### config.mk
export PLATFORM = sky130hd
export DESIGN_NAME = sauber_cfg_sequencer
export DESIGN_NICKNAME = d
export VERILOG_FILES = /design/src/rtl/sauber_cfg_sequencer.sv
export SDC_FILE = /design/constraint.sdc
export NUM_CORES = 1
export LEC_CHECK = 0
export BUFFER_PORTS_ARGS = -buffer_cell sky130_fd_sc_hd__buf_4
export CORE_ASPECT_RATIO = 2
export CORE_UTILIZATION = 56
export DETAILED_ROUTE_END_ITERATION = 7
export GPL_TIMING_DRIVEN = 1
export PLACE_DENSITY = 0.85
export SETUP_SLACK_MARGIN = 0.05
export SYNTH_ARGS = -nofsm -noshare
export SYNTH_HDL_FRONTEND = slang
export SYNTH_SLANG_ARGS = --single-unit
export TNS_END_PERCENT = 1
### constraint.sdc
create_clock -name CLK -period 5.8 [get_ports CLK]
set_input_delay 0.87 -clock CLK [delete_from_list [all_inputs] [get_ports CLK]]
set_output_delay 0.87 -clock CLK [all_outputs]
set_load 0.01 [all_outputs]
### src/rtl/sauber_cfg_sequencer.sv
// Configuration-load sequencer: pulls bitstream words from a ready/valid source, writes
// each to the fabric with a setup/strobe/hold envelope, then sequences the RNG and fabric resets.
module sauber_cfg_sequencer #(
  parameter int NUM_WORDS  = 5285,
  parameter int SETTLE_CYC = 10,
  parameter int FRST_CYC   = 1
) (
  input  logic        CLK,
  input  logic        rst_async_full,
  input  logic        start,
  input  logic        restart,
  input  logic [31:0] word_data,
  input  logic        word_valid,
  output logic        word_ready,
  output logic [31:0] SelfWriteData,
  output logic        SelfWriteStrobe,
  output logic        rst_sync_fabric,
  output logic        rst_sync_rng,
  output logic        cfg_done,
  output logic        busy
);

  localparam int SETUP_LEN  = 2;
  localparam int HOLD_LEN   = 2;
  localparam int SETTLE_LEN = (SETTLE_CYC < 1) ? 1 : SETTLE_CYC;
  localparam int FRST_LEN   = (FRST_CYC < 1) ? 1 : FRST_CYC;
  localparam int TMAX_A     = (SETTLE_LEN > FRST_LEN) ? SETTLE_LEN : FRST_LEN;
  localparam int TMAX       = (TMAX_A > SETUP_LEN) ? TMAX_A : SETUP_LEN;
  localparam int TW         = $clog2(TMAX + 1);
  localparam int CW         = $clog2(NUM_WORDS + 1);

  localparam logic [CW-1:0] NUM_W       = CW'(NUM_WORDS);
  localparam logic [CW-1:0] CNT_ONE     = CW'(1);
  localparam logic [TW-1:0] T_ZERO      = TW'(0);
  localparam logic [TW-1:0] T_ONE       = TW'(1);
  localparam logic [TW-1:0] SETUP_LAST  = TW'(SETUP_LEN - 1);
  localparam logic [TW-1:0] HOLD_LAST   = TW'(HOLD_LEN - 1);
  localparam logic [TW-1:0] SETTLE_LAST = TW'(SETTLE_LEN - 1);
  localparam logic [TW-1:0] FRST_LAST   = TW'(FRST_LEN - 1);

  typedef enum logic [2:0] {
    IDLE      = 3'd0,
    WAIT_WORD = 3'd1,
    SETUP     = 3'd2,
    STROBE    = 3'd3,
    HOLD      = 3'd4,
    SETTLE    = 3'd5,
    FAB_RST   = 3'd6,
    RUN       = 3'd7
  } state_t;

  state_t        state_q, state_d;
  logic [CW-1:0] count_q, count_d;
  logic [TW-1:0] tmr_q, tmr_d;
  logic [31:0]   data_q, data_d;
  logic          ready_q, ready_d;
  logic          strobe_q, strobe_d;
  logic          fab_q, fab_d;
  logic          rng_q, rng_d;
  logic          done_q, done_d;
  logic          busy_q, busy_d;

  // Next-state, word counter, phase timer and data latch.
  always_comb begin
    state_d = state_q;
    count_d = count_q;
    tmr_d   = tmr_q;
    data_d  = data_q;
    case (state_q)
      IDLE: begin
        if (start) begin
          state_d = WAIT_WORD;
          count_d = '0;
        end else begin
          state_d = IDLE;
        end
      end
      WAIT_WORD: begin
        if (word_valid && ready_q) begin
          data_d  = word_data;
          state_d = SETUP;
          tmr_d   = T_ZERO;
        end else begin
          state_d = WAIT_WORD;
        end
      end
      SETUP: begin
        if (tmr_q == SETUP_LAST) begin
          state_d = STROBE;
          tmr_d   = T_ZERO;
        end else begin
          tmr_d = tmr_q + T_ONE;
        end
      end
      STROBE: begin
        // Saturating: the count must never wrap back past NUM_WORDS.
        if (count_q != NUM_W) begin
          count_d = count_q + CNT_ONE;
        end else begin
          count_d = count_q;
        end
        state_d = HOLD;
        tmr_d   = T_ZERO;
      end
      HOLD: begin
        if (tmr_q == HOLD_LAST) begin
          state_d = (count_q == NUM_W) ? SETTLE : WAIT_WORD;
          tmr_d   = T_ZERO;
        end else begin
          tmr_d = tmr_q + T_ONE;
        end
      end
      SETTLE: begin
        if (tmr_q == SETTLE_LAST) begin
          state_d = FAB_RST;
          tmr_d   = T_ZERO;
        end else begin
          tmr_d = tmr_q + T_ONE;
        end
      end
      FAB_RST: begin
        if (tmr_q == FRST_LAST) begin
          state_d = RUN;
          tmr_d   = T_ZERO;
        end else begin
          tmr_d = tmr_q + T_ONE;
        end
      end
      RUN: begin
        if (restart) begin
          state_d = FAB_RST;
          tmr_d   = T_ZERO;
        end else if (start) begin
          state_d = WAIT_WORD;
          count_d = '0;
        end else begin
          state_d = RUN;
        end
      end
      default: begin
        state_d = IDLE;
        count_d = '0;
        tmr_d   = T_ZERO;
      end
    endcase
  end

  // Outputs are registered decodes of the next state so they change exactly with the state.
  always_comb begin
    ready_d  = (state_d == WAIT_WORD);
    strobe_d = (state_d == STROBE);
    fab_d    = (state_d != RUN);
    rng_d    = !((state_d == SETTLE) || (state_d == FAB_RST) || (state_d == RUN));
    done_d   = (state_d == RUN);
    busy_d   = !((state_d == IDLE) || (state_d == RUN));
  end

  // State and output registers with asynchronous full reset.
  always_ff @(posedge CLK or posedge rst_async_full) begin
    if (rst_async_full) begin
      state_q  <= IDLE;
      count_q  <= '0;
      tmr_q    <= T_ZERO;
      data_q   <= 32'h0000_0000;
      ready_q  <= 1'b0;
      strobe_q <= 1'b0;
      fab_q    <= 1'b1;
      rng_q    <= 1'b1;
      done_q   <= 1'b0;
      busy_q   <= 1'b0;
    end else begin
      state_q  <= state_d;
      count_q  <= count_d;
      tmr_q    <= tmr_d;
      data_q   <= data_d;
      ready_q  <= ready_d;
      strobe_q <= strobe_d;
      fab_q    <= fab_d;
      rng_q    <= rng_d;
      done_q   <= done_d;
      busy_q   <= busy_d;
    end
  end

  assign word_ready      = ready_q;
  assign SelfWriteData   = data_q;
  assign SelfWriteStrobe = strobe_q;
  assign rst_sync_fabric = fab_q;
  assign rst_sync_rng    = rng_q;
  assign cfg_done        = done_q;
  assign busy            = busy_q;

endmodule

# After elaboration in Yosys (flattened, before gate mapping)
# Cells that the tools add are included.
[word_totals] ff_bits=58 out_inout_bits=38 wordCells=68
[op_classes] n_addsub=2 n_eq_ne=21 n_mux=20 reduce_logical=15
[ops] cell="13-bit two-way mux" count=3
[ops] cell="13-bit one-hot mux with 3 select lines" count=1
[ops] cell="3-bit one-hot mux with 8 select lines" count=1
[ops] cell="4-bit one-hot mux with 6 select lines" count=1
[ops] cell="3-bit == test, second input constant" count=7
[ops] cell="3-bit two-way mux" count=7
[ops] cell="4-bit two-way mux" count=5
[ops] cell="13-bit by 1-bit adder with 13-bit output, second input constant" count=1
[ops] cell="13-bit == test, second input constant" count=1
[ops] cell="13-bit != test, second input constant" count=1
[ops] cell="3-bit by 2-bit == test with 1-bit output, second input constant" count=3
[ops] cell="2-bit != test, second input constant" count=4
[ops] cell="3-bit by 1-bit == test with 1-bit output, second input constant" count=2
[ops] cell="3-bit zero test" count=2
[ops] cell="3-bit AND reduction" count=2
[ops] cell="6-bit nonzero test" count=1
[ops] cell="4-bit by 1-bit adder with 4-bit output, second input constant" count=1
[ops] cell="4-bit by 1-bit == test with 1-bit output, second input constant" count=1
[ops] cell="4-bit == test, second input constant" count=1
[ops] cell="4-bit zero test" count=1
[ops] cell="1-bit logical OR" count=3
[ops] cell="3-bit != test, second input constant" count=1
[ops] cell="3-bit nonzero test" count=1
[ops] cell="1-bit zero test" count=2
[ops] cell="other kinds (5)" count=5

# Longest topological paths before layout
[logic_depth] word_depth=8 ltp_mapped=8 depth_no_buf=7

# Worst setup path before layout
# Ideal clock, no wire load.
[synth_path] path_kind="input port to flip-flop" startpoint="input port start" endpoint="register count_q[3]" setup_ps=67 arrival_ps=2100 required_ps=5733 setup_slack_ps=3634 cell_stages=6 path_cell_list="nor4b_4 > inv_2 > a22o_1 > buf_6 > or4_1 > nand2_1"
[synth_via] elab_chain_cells=3
[synth_rtl] item="from (decl)" line_no="10" text="input logic start,"
[synth_rtl] item="13-bit two-way mux (*)"
[synth_rtl] item="13-bit two-way mux"
[synth_rtl] item="13-bit one-hot mux with 3 select lines (*)"
[synth_rtl] item="to (signal assigned)" line_no="173" text="count_q <= count_d;"
[synth_rtl] item="to (decl)" line_no="53" text="logic [CW-1:0] count_q, count_d;"
# Every way passes the cells marked *; elsewhere a longest branch is shown, timed or not. The select of a mux whose other input is x is not followed.
# A chain may end at the register's enable or synchronous reset.

# Worst setup path after layout
[layout_path] startpoint="register state_q[1]" endpoint="register count_q[10]"
[layout_via] elab_chain_cells=3 elab_cells_between_ends=8
[layout_rtl] item="from (decl)" line_no="52" text="state_t state_q, state_d;"
[layout_rtl] item="from (signal assigned)" line_no="172" text="state_q <= state_d;"
[layout_rtl] item="3-bit by 2-bit == test with 1-bit output, or another cell as far along" line_no="69" text="case (state_q)"
[layout_rtl] item="2-bit != test (no source line) / 3-bit nonzero test (equally long branches)"
[layout_rtl] item="3-bit AND reduction (no source line)"
# Several ways; a longest one is shown, not always the timed one.

==> results_dict.tcl <==
set metrics [dict create \
    cp.depth 5 \
    totalWireLength_um 6300 \
    grtUsageMet2_pct 48.6 \
    dpl.hpwl_um 4510 \
    cp_slowest_cell "dfrtp_1" \
    crit_buf_inv 0 \
    antenna-diode-count 0 \
    cp-end-kind "flop" \
    finalSetupViolCount 0 \
    whs_ns 0.512 \
    grtUsageMet3_pct 5.00 \
    dieArea_um2 5100 \
    gr-max-usage-layer "met2" \
    grt_pass1_vias 2187 \
    multi_input_area_um2 1140 \
    reg2reg_slack_ns 3.64 \
    reg2reg_from "state_q[1]" \
    worstSkewPairLatency_ns 0.33 \
    fmax_mhz 463 \
    r2r_cells 5 \
    status "completed" \
    vias 2105 \
    drtPass1Iterations 4 \
    critical_path_class "flop to flop" \
    synthTopCellsByArea "dfrtp_1 (52%), mux2_2 (13%), ha_1 (2.3%), o21ai_0 (2.2%), dfstp_2 (2.0%)" \
    fp.coreArea_um2 4600 \
    min_period_over_period_pct 37.2 \
    gr-total-overflow 0 \
    yosysMostFrequentCell "dfrtp_1" \
    p_total_mw 1.74 \
    seq_area_um2 1450 \
    leakage_nw 1.63 \
    yosys_most_used_dff "dfrtp_1" \
    cts_tree "built" \
    post_cts_buffers 0 \
    crit_path_frequent_cell "a21oi_1" \
    fin_nets 348 \
    die_w_um 51.0 \
    clk_pin_slew_worst_paths_ns 0.06 \
    drv_cap 0 \
    rows 35 \
    crit_end "count_q[10]" \
    routabilityCongestion 0.969 \
    finalHoldViolations 0 \
    wl_per_cell_um 17.2 \
    critPathArrivalTime_ns 2.41 \
    ant_nets 0 \
    die_h_um 100 \
    required_ns 6.06 \
    drive_gt1_share_pct 43.1 \
    powerDensity_nw_per_um2 498 \
    grt_max_degree 59 \
    antenna_found_initial 0 \
    drcViolationCount 0 \
    synth_top_area_share_pct 52.1 \
    async_reset_ff_share_pct 100 \
    tightest_slew_ns 0.731 \
    period_minus_slack_ns 2.16 \
    worstSetupStartpointType "flop" \
    synthToLayoutAreaGrowth_pct 29.9 \
    synth.avg_cell_area_um2 11.8 \
    clock-sinks 58 \
    syn_inst 228 \
    synth-seq-cells 58 \
    r2r-end "count_q[10]" \
    numCtsBuffers 9 \
    crit_path_cell_trace "nand2_1, a21oi_1, nor2_1, or4_1, a21oi_1" \
    drv_slew 0 \
    rsz0062_at_grt "no" \
    ys_seq_area_share_pct 54.0 \
    synth_commonest_cells "dfrtp_1 (56), mux2_2 (32), nand2_1 (12), o21ai_0 (12)" \
    syn_nets 270 \
    cts_root_buffer "clkbuf_8" \
    slowest_delay_ns 0.63 \
    slew_headroom_pct 50.5 \
    ys_types 46 \
    n_fill_cell 300 \
    cp_top_family "simple AND/OR/NAND/NOR gates" \
    htreeDepth 3 \
    grt_util_met1_pct 27.2 \
    initial_core_util_pct 58.5 \
    clock_skew_ns 0.00876 \
    drtIter0Drc 60 \
    synth_edf_count 0 \
    grt_pass1_wl_um 10000 \
    yosys_warnings 0 \
    io_pins 75 \
    grt_use_total_pct 27.4 \
    yosys.area.top_type "dfrtp_1" \
    holdBufCountCts 0 \
    cp_max_fo 12 \
    setup_tns_ns 0 \
    hp-class "flop to flop" \
    numPortBuffers 74 \
    syn_area_um2 2690 \
    cts_resized 0 \
    viasPerCell 5.75 \
    startpoint "state_q[1]" \
    vdd_drop_max_uv 381 \
    clock_path_buffers 2 \
]
==> area by class of cell <==
class	instances	share of cell area (%)
well taps	55	1.97
flip-flops and latches	58	41.6
multi-input cells	151	32.7
clock inverters	5	2.22
inverters	10	1.07
repair buffers	76	16.3
clock buffers	11	4.05
==> registers in the layout, summed over array words and instances, names as in the netlist <==
| name | flops |
|---|---|
| SelfWriteData | 32 |
| SelfWriteStrobe | 1 |
| busy | 1 |
| cfg_done | 1 |
| count_q | 13 |
| rst_sync_fabric | 1 |
| rst_sync_rng | 1 |
| state_q | 3 |
| tmr_q | 4 |
| word_ready | 1 |
==> through the flow <==
| stage | instances | cell area, um^2 | utilization, % | setup slack [ns] |
|---|---|---|---|---|
| detailed placement | 350 | 3270 | 71.2 | 3.38 |
| global route | 366 | 3490 | 76.0 | 3.51 |
| global placement | 350 | 3270 | 71.2 | 3.42 |
| CTS | 366 | 3490 | 76.0 | 3.70 |
| floorplan | 228 | 2690 | - | 3.51 |
| finish | 366 | 3490 | 76.0 | 3.64 |
==> placed cells by master (no fill, tap or decap), types with 2 or more instances in the layout <==
master / count
dfrtp_1: 56
nand2_1: 12
dfstp_2: 2
or2_2: 2
o21ai_0: 12
nor2_1: 9
or4b_2: 2
mux2i_1: 2
and3_1: 2
mux2_2: 32
buf_4: 76
xor2_1: 4
nand3_1: 7
ha_1: 5
nor3b_1: 4
clkbuf_8: 10
nor3_1: 4
inv_1: 8
inv_2: 2
a21o_1: 3
o2111ai_1: 3
o31ai_1: 3
bufinv_16: 2
o211ai_1: 2
nand4_1: 3
clkinv_2: 2
or3_1: 2
or4_1: 3
a21oi_1: 9
a31oi_1: 2
nand2b_1: 8
==> power breakdown <==
part | switching, mW | internal (mW)
sequential | 0.116 | 0.555
clock | 0.156 | 0.252
combinational | 0.312 | 0.350
==> worst min-delay path by stage <==
stage	start	endpoint	slack (ns)	cells after the start
floorplan	count_q[1]	count_q[1]	0.51	2
global placement	SelfWriteData[18]	SelfWriteData[18]	0.49	1
detailed placement	SelfWriteData[26]	SelfWriteData[26]	0.50	1
CTS	SelfWriteData[26]	SelfWriteData[26]	0.51	1
global route	SelfWriteData[26]	SelfWriteData[26]	0.53	1
finish	SelfWriteData[2]	SelfWriteData[2]	0.51	1
==> metal layers <==
metal | vias up | share of wire (%)
met3 | 24 | 3.6
met4 | 0 | 4.8
met2 | 71 | 58
met1 | 1033 | 34
li1 | 977 | -
met5 | - | 0
==> cell families (layout without fill, tap and decap cells) <==
logic type,after synthesis,in the layout,share of synthesized area [%]
and+or+nand+nor,64,64,13.8
adders and majority gates,5,5,2.33
xor gates and xnor gates,5,5,1.63
muxes,34,34,14.1
AOI/OAI and AO/OA,43,43,10.6
buffers and inverters,19,102,3.44
DFF,58,58,54.0
Power figures use the tool's default switching activity.
